File: config.mk
export PLATFORM = sky130hd
export DESIGN_NAME = jk_sync_tx
export DESIGN_NICKNAME = d
export VERILOG_FILES = /design/src/rtl/jk_sync_tx.sv
export SDC_FILE = /design/constraint.sdc
export NUM_CORES = 1
export LEC_CHECK = 0
export BUFFER_PORTS_ARGS = -buffer_cell sky130_fd_sc_hd__buf_4
export CAP_MARGIN = 20
export CORE_UTILIZATION = 35
export CTS_BUF_LIST = sky130_fd_sc_hd__clkbuf_2
export CTS_CLUSTER_DIAMETER = 200
export DETAILED_ROUTE_END_ITERATION = 16
export HOLD_SLACK_MARGIN = 0.06
export PLACE_DENSITY = 0.56
export SYNTH_ARGS = -nofsm -noshare
export SYNTH_HDL_FRONTEND = slang
export SYNTH_SLANG_ARGS = --single-unit
File: constraint.sdc
create_clock -name clk -period 4.18 [get_ports clk]
set_input_delay 0.209 -clock clk [delete_from_list [all_inputs] [get_ports clk]]
set_output_delay 0.209 -clock clk [all_outputs]
set_load 0.03 [all_outputs]
File: src/rtl/jk_sync_tx.sv
// J/K differential link transmitter: sync pattern, NRZI payload (LSB first) and SE0/J end-of-packet.
// Define JK_BIT_STUFF_EN to insert a stuff bit after six consecutive ones; otherwise no stuffing.
module jk_sync_tx #(
    parameter logic [7:0] SYNC_BYTE      = 8'h80,
    parameter int         EOP_SE0_CYCLES = 2
) (
    input  logic       clk,
    input  logic       rst_n,
    input  logic       tx_valid,
    input  logic [7:0] tx_data,
    input  logic       tx_last,
    output logic       tx_ready,
    output logic       k,
    output logic       j,
    output logic       tx_en,
    output logic       busy,
    output logic       done,
    output logic       underrun_err
);

    typedef enum logic [2:0] {
        IDLE  = 3'd0,
        SYNC  = 3'd1,
        DATA  = 3'd2,
        STUFF = 3'd3,
        EOP   = 3'd4,
        EOPJ  = 3'd5
    } state_t;

    localparam logic [2:0] EOP_N = 3'(EOP_SE0_CYCLES);

    state_t     state_reg;
    logic [2:0] idx_reg;
    logic [2:0] eop_cnt_reg;
    logic [7:0] data_reg;
    logic       last_reg;
    logic       line_reg;
    logic       k_reg;
    logic       j_reg;
    logic       tx_en_reg;
    logic       busy_reg;
    logic       done_reg;
    logic       underrun_reg;

    logic       stuff_pending;
    logic       bit_next;
    logic       line_base;
    logic       line_next;
    logic       emit;
    logic [2:0] idx_inc;

    assign idx_inc = idx_reg + 3'd1;

`ifdef JK_BIT_STUFF_EN
    logic [2:0] ones_reg;
    logic [2:0] ones_next;

    // ones_reg counts the run of ones including the bit currently on the line
    assign stuff_pending = (state_reg == DATA) && (ones_reg >= 3'd6);

    always_comb begin
        ones_next = 3'd0;
        if (bit_next) begin
            if (state_reg == IDLE)
                ones_next = 3'd1;
            else if (ones_reg == 3'd7)
                ones_next = 3'd7;
            else
                ones_next = ones_reg + 3'd1;
        end
    end
`else
    assign stuff_pending = 1'b0;
`endif

    always_comb begin
        tx_ready = 1'b0;
        case (state_reg)
            IDLE:    tx_ready = 1'b1;
            DATA:    tx_ready = (idx_reg == 3'd7) && !last_reg && !stuff_pending;
            STUFF:   tx_ready = (idx_reg == 3'd7) && !last_reg;
            default: tx_ready = 1'b0;
        endcase
    end

    // Bit that will be on the line after the coming edge, and whether one is emitted at all
    always_comb begin
        bit_next = 1'b0;
        emit     = 1'b0;
        case (state_reg)
            IDLE: begin
                bit_next = SYNC_BYTE[0];
                emit     = tx_valid;
            end
            SYNC: begin
                bit_next = (idx_reg == 3'd7) ? data_reg[0] : SYNC_BYTE[idx_inc];
                emit     = 1'b1;
            end
            DATA, STUFF: begin
                if (stuff_pending) begin
                    bit_next = 1'b0;
                    emit     = 1'b1;
                end else if (idx_reg != 3'd7) begin
                    bit_next = data_reg[idx_inc];
                    emit     = 1'b1;
                end else begin
                    bit_next = tx_data[0];
                    emit     = !last_reg && tx_valid;
                end
            end
            default: begin
                bit_next = 1'b0;
                emit     = 1'b0;
            end
        endcase
        line_base = (state_reg == IDLE) ? 1'b1 : line_reg;
        line_next = bit_next ? line_base : ~line_base;
    end

    always_ff @(posedge clk or negedge rst_n) begin
        if (!rst_n) begin
            state_reg    <= IDLE;
            idx_reg      <= 3'd0;
            eop_cnt_reg  <= 3'd0;
            data_reg     <= 8'd0;
            last_reg     <= 1'b0;
            line_reg     <= 1'b1;
            k_reg        <= 1'b0;
            j_reg        <= 1'b0;
            tx_en_reg    <= 1'b0;
            busy_reg     <= 1'b0;
            done_reg     <= 1'b0;
            underrun_reg <= 1'b0;
`ifdef JK_BIT_STUFF_EN
            ones_reg     <= 3'd0;
`endif
        end else begin
            done_reg <= 1'b0;

            if (emit) begin
                line_reg <= line_next;
                j_reg    <= line_next;
                k_reg    <= ~line_next;
`ifdef JK_BIT_STUFF_EN
                ones_reg <= ones_next;
`endif
            end

            case (state_reg)
                IDLE: begin
                    if (tx_valid) begin
                        data_reg     <= tx_data;
                        last_reg     <= tx_last;
                        underrun_reg <= 1'b0;
                        idx_reg      <= 3'd0;
                        tx_en_reg    <= 1'b1;
                        busy_reg     <= 1'b1;
                        state_reg    <= SYNC;
                    end
                end
                SYNC: begin
                    if (idx_reg == 3'd7) begin
                        idx_reg   <= 3'd0;
                        state_reg <= DATA;
                    end else begin
                        idx_reg <= idx_inc;
                    end
                end
                DATA, STUFF: begin
                    if (stuff_pending) begin
                        state_reg <= STUFF;
                    end else if (idx_reg != 3'd7) begin
                        idx_reg   <= idx_inc;
                        state_reg <= DATA;
                    end else if (!last_reg && tx_valid) begin
                        data_reg  <= tx_data;
                        last_reg  <= tx_last;
                        idx_reg   <= 3'd0;
                        state_reg <= DATA;
                    end else begin
                        // Either the packet ended or the source starved mid-packet
                        underrun_reg <= underrun_reg | ~last_reg;
                        eop_cnt_reg  <= 3'd1;
                        k_reg        <= 1'b0;
                        j_reg        <= 1'b0;
                        state_reg    <= EOP;
                    end
                end
                EOP: begin
                    if (eop_cnt_reg == EOP_N) begin
                        j_reg     <= 1'b1;
                        k_reg     <= 1'b0;
                        done_reg  <= 1'b1;
                        state_reg <= EOPJ;
                    end else begin
                        eop_cnt_reg <= eop_cnt_reg + 3'd1;
                    end
                end
                EOPJ: begin
                    j_reg     <= 1'b0;
                    k_reg     <= 1'b0;
                    tx_en_reg <= 1'b0;
                    busy_reg  <= 1'b0;
                    state_reg <= IDLE;
                end
                default: state_reg <= IDLE;
            endcase
        end
    end

    assign k            = k_reg;
    assign j            = j_reg;
    assign tx_en        = tx_en_reg;
    assign busy         = busy_reg;
    assign done         = done_reg;
    assign underrun_err = underrun_reg;

endmodule

# After elaboration in Yosys (flattened, before gate mapping)
# Memories as Yosys holds them, arrays and structs flattened.
# Index checks and enable logic that the tools add are counted.
[word_totals]
romBits = 8
out_inout_bits = 7
input_bits = 12
n_memories = 1
register_bits = 24
wordCells = 102
[mem_list]
columns = ["name", "depth", "width", "rd", "rd_ports_with_merged_regs", "write_ports", "line_no", "text"]
rows = [
  ["(name not given)", 8, 1, 1, 0, 0, "96", "bit_next = (idx_reg == 3'd7) ? data_reg[0] : SYNC_BYTE[idx_inc];"],
]
[op_classes]
addsub = 2
n_mux = 52
n_reduce_logical = 15
bitwise_logic = 4
magnitude_cmp = 1
eq_ne = 16
[op_table]
columns = ["op", "count"]
rows = [
  ["$mux W3", 12],
  ["$mux W1", 24],
  ["$mux W8", 3],
  ["$pmux W8 S2", 1],
  ["$ne A2 B2 Y1 const B", 6],
  ["$pmux W3 S4", 1],
  ["$reduce_and A4 Y1", 3],
  ["$pmux W1 S2", 5],
  ["$eq A3 B2 Y1 const B", 3],
  ["$eq A3 B3 Y1 const B", 3],
  ["$pmux W1 S3", 3],
  ["$pmux W3 S3", 1],
  ["$add A3 B1 Y3 const B", 2],
  ["$pmux W3 S2", 1],
  ["$reduce_and A3 Y1", 2],
  ["$reduce_bool A2 Y1", 3],
  ["$lt A3 B4 Y1 const B", 1],
  ["$bmux W1 S3", 1],
  ["$eq A3 B1 Y1 const B", 1],
  ["$logic_not A3 Y1", 1],
  ["$ne A3 B1 Y1 const B", 1],
  ["$ne A3 B3 Y1 const B", 1],
  ["$not A1 Y1", 3],
  ["$reduce_bool A3 Y1", 1],
  ["6 further kinds", 7],
]

# Longest topological paths before layout
[logic_depth]
word_depth = 11
ltp_mapped = 7
mapped_depth_nobuf = 7

# Least setup slack after synthesis
# OpenSTA, ideal clock, no wires.
[synth_path]
path_type = "register to register"
from = "reg idx_reg[0]"
to = "reg data_reg[0]"
synth_period_minus_slack_ns = 2.060
path_slack_ns = 2.120
stages_incl_launch_ff = 8
required_ns = 4.055
arrival_ns = 1.935
path_buffers = 1
setup_time_ns = 0.125
cell_sequence = "dfrtp_1 ha_1 ha_1 a31oi_1 nor2_1 and2_4 buf_6 mux2_2"
[synth_between]
elab_chain_cells = 3
[synth_lines]
columns = ["element", "line_no", "text"]
rows = [
  ["from (decl)", "33", "logic [2:0] idx_reg;"],
  ["from (signal assigned)", "166", "idx_reg <= idx_inc;"],
  ["from (signal assigned)", "173", "idx_reg <= idx_inc;"],
  ["$ne A3 B3 Y1", "172", "end else if (idx_reg != 3'd7) begin"],
  ["$ne A2 B2 Y1 (no line)", "--", ""],
  ["$reduce_and A4 Y1 (no line)", "--", ""],
  ["to (signal assigned)", "152", "data_reg <= tx_data;"],
  ["to (signal assigned)", "176", "data_reg <= tx_data;"],
  ["to (decl)", "35", "logic [7:0] data_reg;"],
]
# Every way passes these cells.
# A chain may end at the register's enable or synchronous reset.

# Worst setup path after layout
[layout_path]
from = "reg idx_reg[0]"
to = "reg k_reg (netlist: k)"
[layout_between]
elab_chain_cells = 11
elab_cells_between_ends = 19
classes_between = "add/sub (1); eq/ne (2); mux (14); bitwise (1); memory (1)"
[layout_lines]
columns = ["element", "line_no", "text"]
rows = [
  ["$add A3 B1 Y3", "52", "assign idx_inc = idx_reg + 3'd1;"],
  ["$mem_v2 Z8 W1 or $bmux W1 S3 (tied branches)", "--", ""],
  ["$mux W1 (on tied branches)", "96, 104", ""],
  ["$mux W1 (on tied branches)", "96, 103", ""],
  ["$pmux W1 S2", "90", "case (state_reg)"],
  ["$mux W1", "117", "line_next = bit_next ? line_base : ~line_base;"],
  ["$not A1 Y1", "143", "k_reg <= ~line_next;"],
  ["$mux W1", "140", "if (emit) begin"],
  ["$mux W1", "175", "end else if (!last_reg && tx_valid) begin"],
  ["$mux W1", "172", ""],
  ["$pmux W1 S3 *", "149", "case (state_reg)"],
  ["to (signal assigned)", "143", ""],
  ["to (decl)", "38", "logic k_reg;"],
]
# Mark *: on every way between the ends. The rest lies on a longest branch, timed or not. The select of a mux whose other input is x is not followed.

==> insert_results.sql <==
INSERT INTO impl_metrics (metric_group, metric, value, unit) VALUES
('worst_setup_path', 'critical_path_arrival', '2.33', 'ns'),
('route', 'per_cell_routed_wire_length', '12.9', 'um'),
('route', 'first_iter_violations', '39', ''),
('floorplan', 'fp.dieH', '62.8', 'um'),
('finish', 'finish.utilization', '43.7', '%'),
('place', 'place_hpwl', '1760', 'um'),
('synthesis', 'synthesis.area_per_instance', '10.9', 'um^2'),
('power', 'power_frac_clock', '9.0', '%'),
('global_routing', 'grt_util_all_layers', '13.5', '%'),
('power', 'switching_power', '0.000423', 'W'),
('synthesis', 'postSynth.asyncResetShare', '100', '%'),
('global_routing', 'first_global_vias', '949', ''),
('floorplan', 'core_box_area', '0.00344', 'mm^2'),
('synthesis', 'synth_area_leader_cell', 'dfrtp_1', ''),
('power', 'finalPower', '0.00106', 'W'),
('synthesis', 'predominant_post_synthesis_flop_cell', 'dfrtp_1', ''),
('sta', 'report.final.setup_viol', '0', ''),
('hold_path', 'whs_path_depth', '2', ''),
('finish', 'synthToLayoutAreaGrowth', '16.1', '%'),
('synthesis', 'synthDominantCellAreaShare', '44.4', '%'),
('worst_setup_path', 'reg2regPathDepth', '7', ''),
('power', 'power.combinational.fraction', '50.7', '%'),
('floorplan', 'floorplan.die.width', '62.8', 'um'),
('route', 'wl', '2380', 'um'),
('synthesis', 'syn-instance-count', '119', ''),
('route', 'post-route-drc-count', '0', ''),
('power', 'netSwitchingFraction', '40.0', '%'),
('synthesis', 'synth_warnings', '0', ''),
('power', 'static-leakage-power', '0.691', 'nW'),
('worst_setup_path', 'worst-setup-path-type', 'reg -> reg', ''),
('route', 'total_number_of_vias', '963', ''),
('global_routing', 'grt_pass1_wl', '4220', 'um'),
('sta', 'hold_violations', '0', ''),
('power', 'p_per_area', '702', 'mW/mm^2'),
('floorplan', 'io_pins', '19', ''),
('sta', 'clock.fmax', '488', 'MHz'),
('sta', 'post-route-period-util', '49.0', '%'),
('finish', 'layout-drive-gt1-share', '28.1', '%'),
('floorplan', 'fp.dieArea', '0.00395', 'mm^2'),
('sta', 'rsz0062_at_grt', 'no', ''),
('power', 'cell_internal_pwr', '0.000634', 'W'),
('global_routing', 'largest_net_degree_at_the_start_of_global_routing', '25', ''),
('clock_network', 'cts.sinks', '24', ''),
('global_routing', 'overflow', '0', ''),
('clock_network', 'post_cts_hold_buffer_count', '2', ''),
('synthesis', 'synth_cell_types', '38', ''),
('sta', 'worst_pin_slew', '0.589', 'ns'),
('run_status', 'run_status', 'complete, no violations', ''),
('clock_network', 'cts_htree_levels', '1', ''),
('sta', 'fin_crit', '2.05', 'ns'),
('flow_run', 'max_cap_violations', '0', ''),
('floorplan', 'starting_density_of_the_core', '37.6', '%'),
('synthesis', 'synth_enable_flop_cells', '0', ''),
('synthesis', 'postSynthRegisterBits', '24', ''),
('sta', 'setup_skew', '0.0358', 'ns'),
('synthesis', 'synthesis.nets', '136', ''),
('worst_setup_path', 'worstSetupEndpointType', 'flip-flop', ''),
('clock_network', 'clock_path_buffers', '2', ''),
('route', 'antenna_left', '0', ''),
('clock_network', 'cts.reportedPaths.clkPinSlew', '0.25', 'ns'),
('finish', 'fillers', '332', ''),
('place', 'dpl_worst_slack', '2.12', 'ns'),
('finish', 'largest_reg_flops', '8', ''),
('synthesis', 'synth-seq-area-share', '46.5', '%'),
('place', 'gpl.final_weighted_congestion', '0.841', ''),
('worst_setup_path', 'worst_setup_path_start_kind', 'flip-flop', ''),
('finish', 'net_total_in_the_final_layout', '157', ''),
('synthesis', 'synthesis.area', '0.00129', 'mm^2'),
('place', 'place.port_buffers', '18', ''),
('power', 'vdd_drop_max', '0.000449', 'V'),
('power', 'share_seq_of_total_power', '40.4', '%');
cell families (layout without fill, tap and decap cells):
family                   count (synthesis)  after routing  share of synthesized area [%]
multiplexers                            15             15                           13.8
AO/OA/AOI/OAI                           27             27                           14.6
adder cells (fa/ha/maj)                  5              5                           4.83
AND/OR/NAND/NOR                         36             36                           15.2
flip-flops                              24             24                           46.5
buffers and inverters                   12             32                           5.12
power groups by stage:
stage / Sequential [W] / Clock, W / Combinational, W
6_report: 0.000426 / 0.0000950 / 0.000535
5_1_grt: 0.000444 / 0.000112 / 0.000593
4_1_cts: 0.000427 / 0.000100 / 0.000541
3_5_place_dp: 0.000434 / 0 / 0.000535
3_3_place_gp: 0.000430 / 0 / 0.000525
2_1_floorplan: 0.000425 / 0 / 0.000425
metal layers:
| layer | share of wire, % | vias to the layer above | track usage [%] |
|---|---|---|---|
| met4 | 1.4 | 0 | 3.78 |
| li1 | - | 470 | - |
| met5 | 0 | - | 0 |
| met2 | 52 | 19 | 23.1 |
| met1 | 43 | 470 | 16.2 |
| met3 | 4.2 | 4 | 4.20 |
synthesized netlist by cell type (2+ instances only):
cell type	instances
a21oi_1	4
a22oi_1	2
a311oi_1	2
a31oi_1	7
and2_4	2
buf_2	2
buf_6	2
dfrtp_1	23
ha_1	5
inv_1	6
mux2_2	9
mux2i_1	4
nand2_1	6
nand2b_1	2
nand3_1	5
nor2_1	10
nor2b_1	4
o21ai_0	2
o22ai_1	2
o41ai_1	2
critical path, stage by stage (launching register included):
cell and delay, ns:
dfrtp_1 0.47, ha_1 0.22, ha_1 0.32, inv_1 0.21
nand3_1 0.09, a211o_1 0.30, and2_4 0.18, o211a_1 0.21
metrics by stage:
stage / hold slack, ns / instances
CTS: 0.0786 / 183
finish: 0.0996 / 185
floorplan: -0.0866 / 119
global route: 0.0615 / 185
global placement: 0.123 / 177
detailed placement: 0.125 / 177
cells in the final DEF, fill, tap and decap left out, types with 2 or more instances in the layout:
cell type	count
nand3_1	5
and2_4	2
dlygate4sd3_1	4
a31oi_1	7
inv_1	6
buf_4	18
o41ai_1	2
clkbuf_2	4
a311oi_1	2
nor2b_1	4
mux2i_1	4
a21oi_1	4
a22oi_1	2
ha_1	5
dfrtp_1	23
nand2b_1	2
o22ai_1	2
mux2_2	9
nand2_1	6
o21ai_0	2
nor2_1	10
layout make-up:
cell class	instances	area (um^2)	share of cell area (%)
well taps	46	57.6	3.83
multi-input cells	83	627	41.7
flip-flops and latches	24	602	40.0
inverters	6	22.5	1.50
repair buffers	22	175	11.6
clock buffers	4	20.0	1.33
worst paths after layout:
kind | slack, ns | endpoint | start
max | 2.13 | k$_DFF_PN0_ | idx_reg[0]$_DFFE_PN0P_
min | 0.1 | data_reg[4]$_DFFE_PN0P_ | tx_data[4]
min reg2reg | 0.49 | underrun_err$_DFFE_PN0P_ | last_reg$_DFFE_PN0P_
max in group asynchronous | 3.62 | line_reg$_DFFE_PN1N_ | rst_n
max reg2reg | 2.13 | k$_DFF_PN0_ | idx_reg[0]$_DFFE_PN0P_
min in group asynchronous | 0.23 | busy$_DFFE_PN0P_ | rst_n
Note: power is estimated with default switching activity, not from simulation.
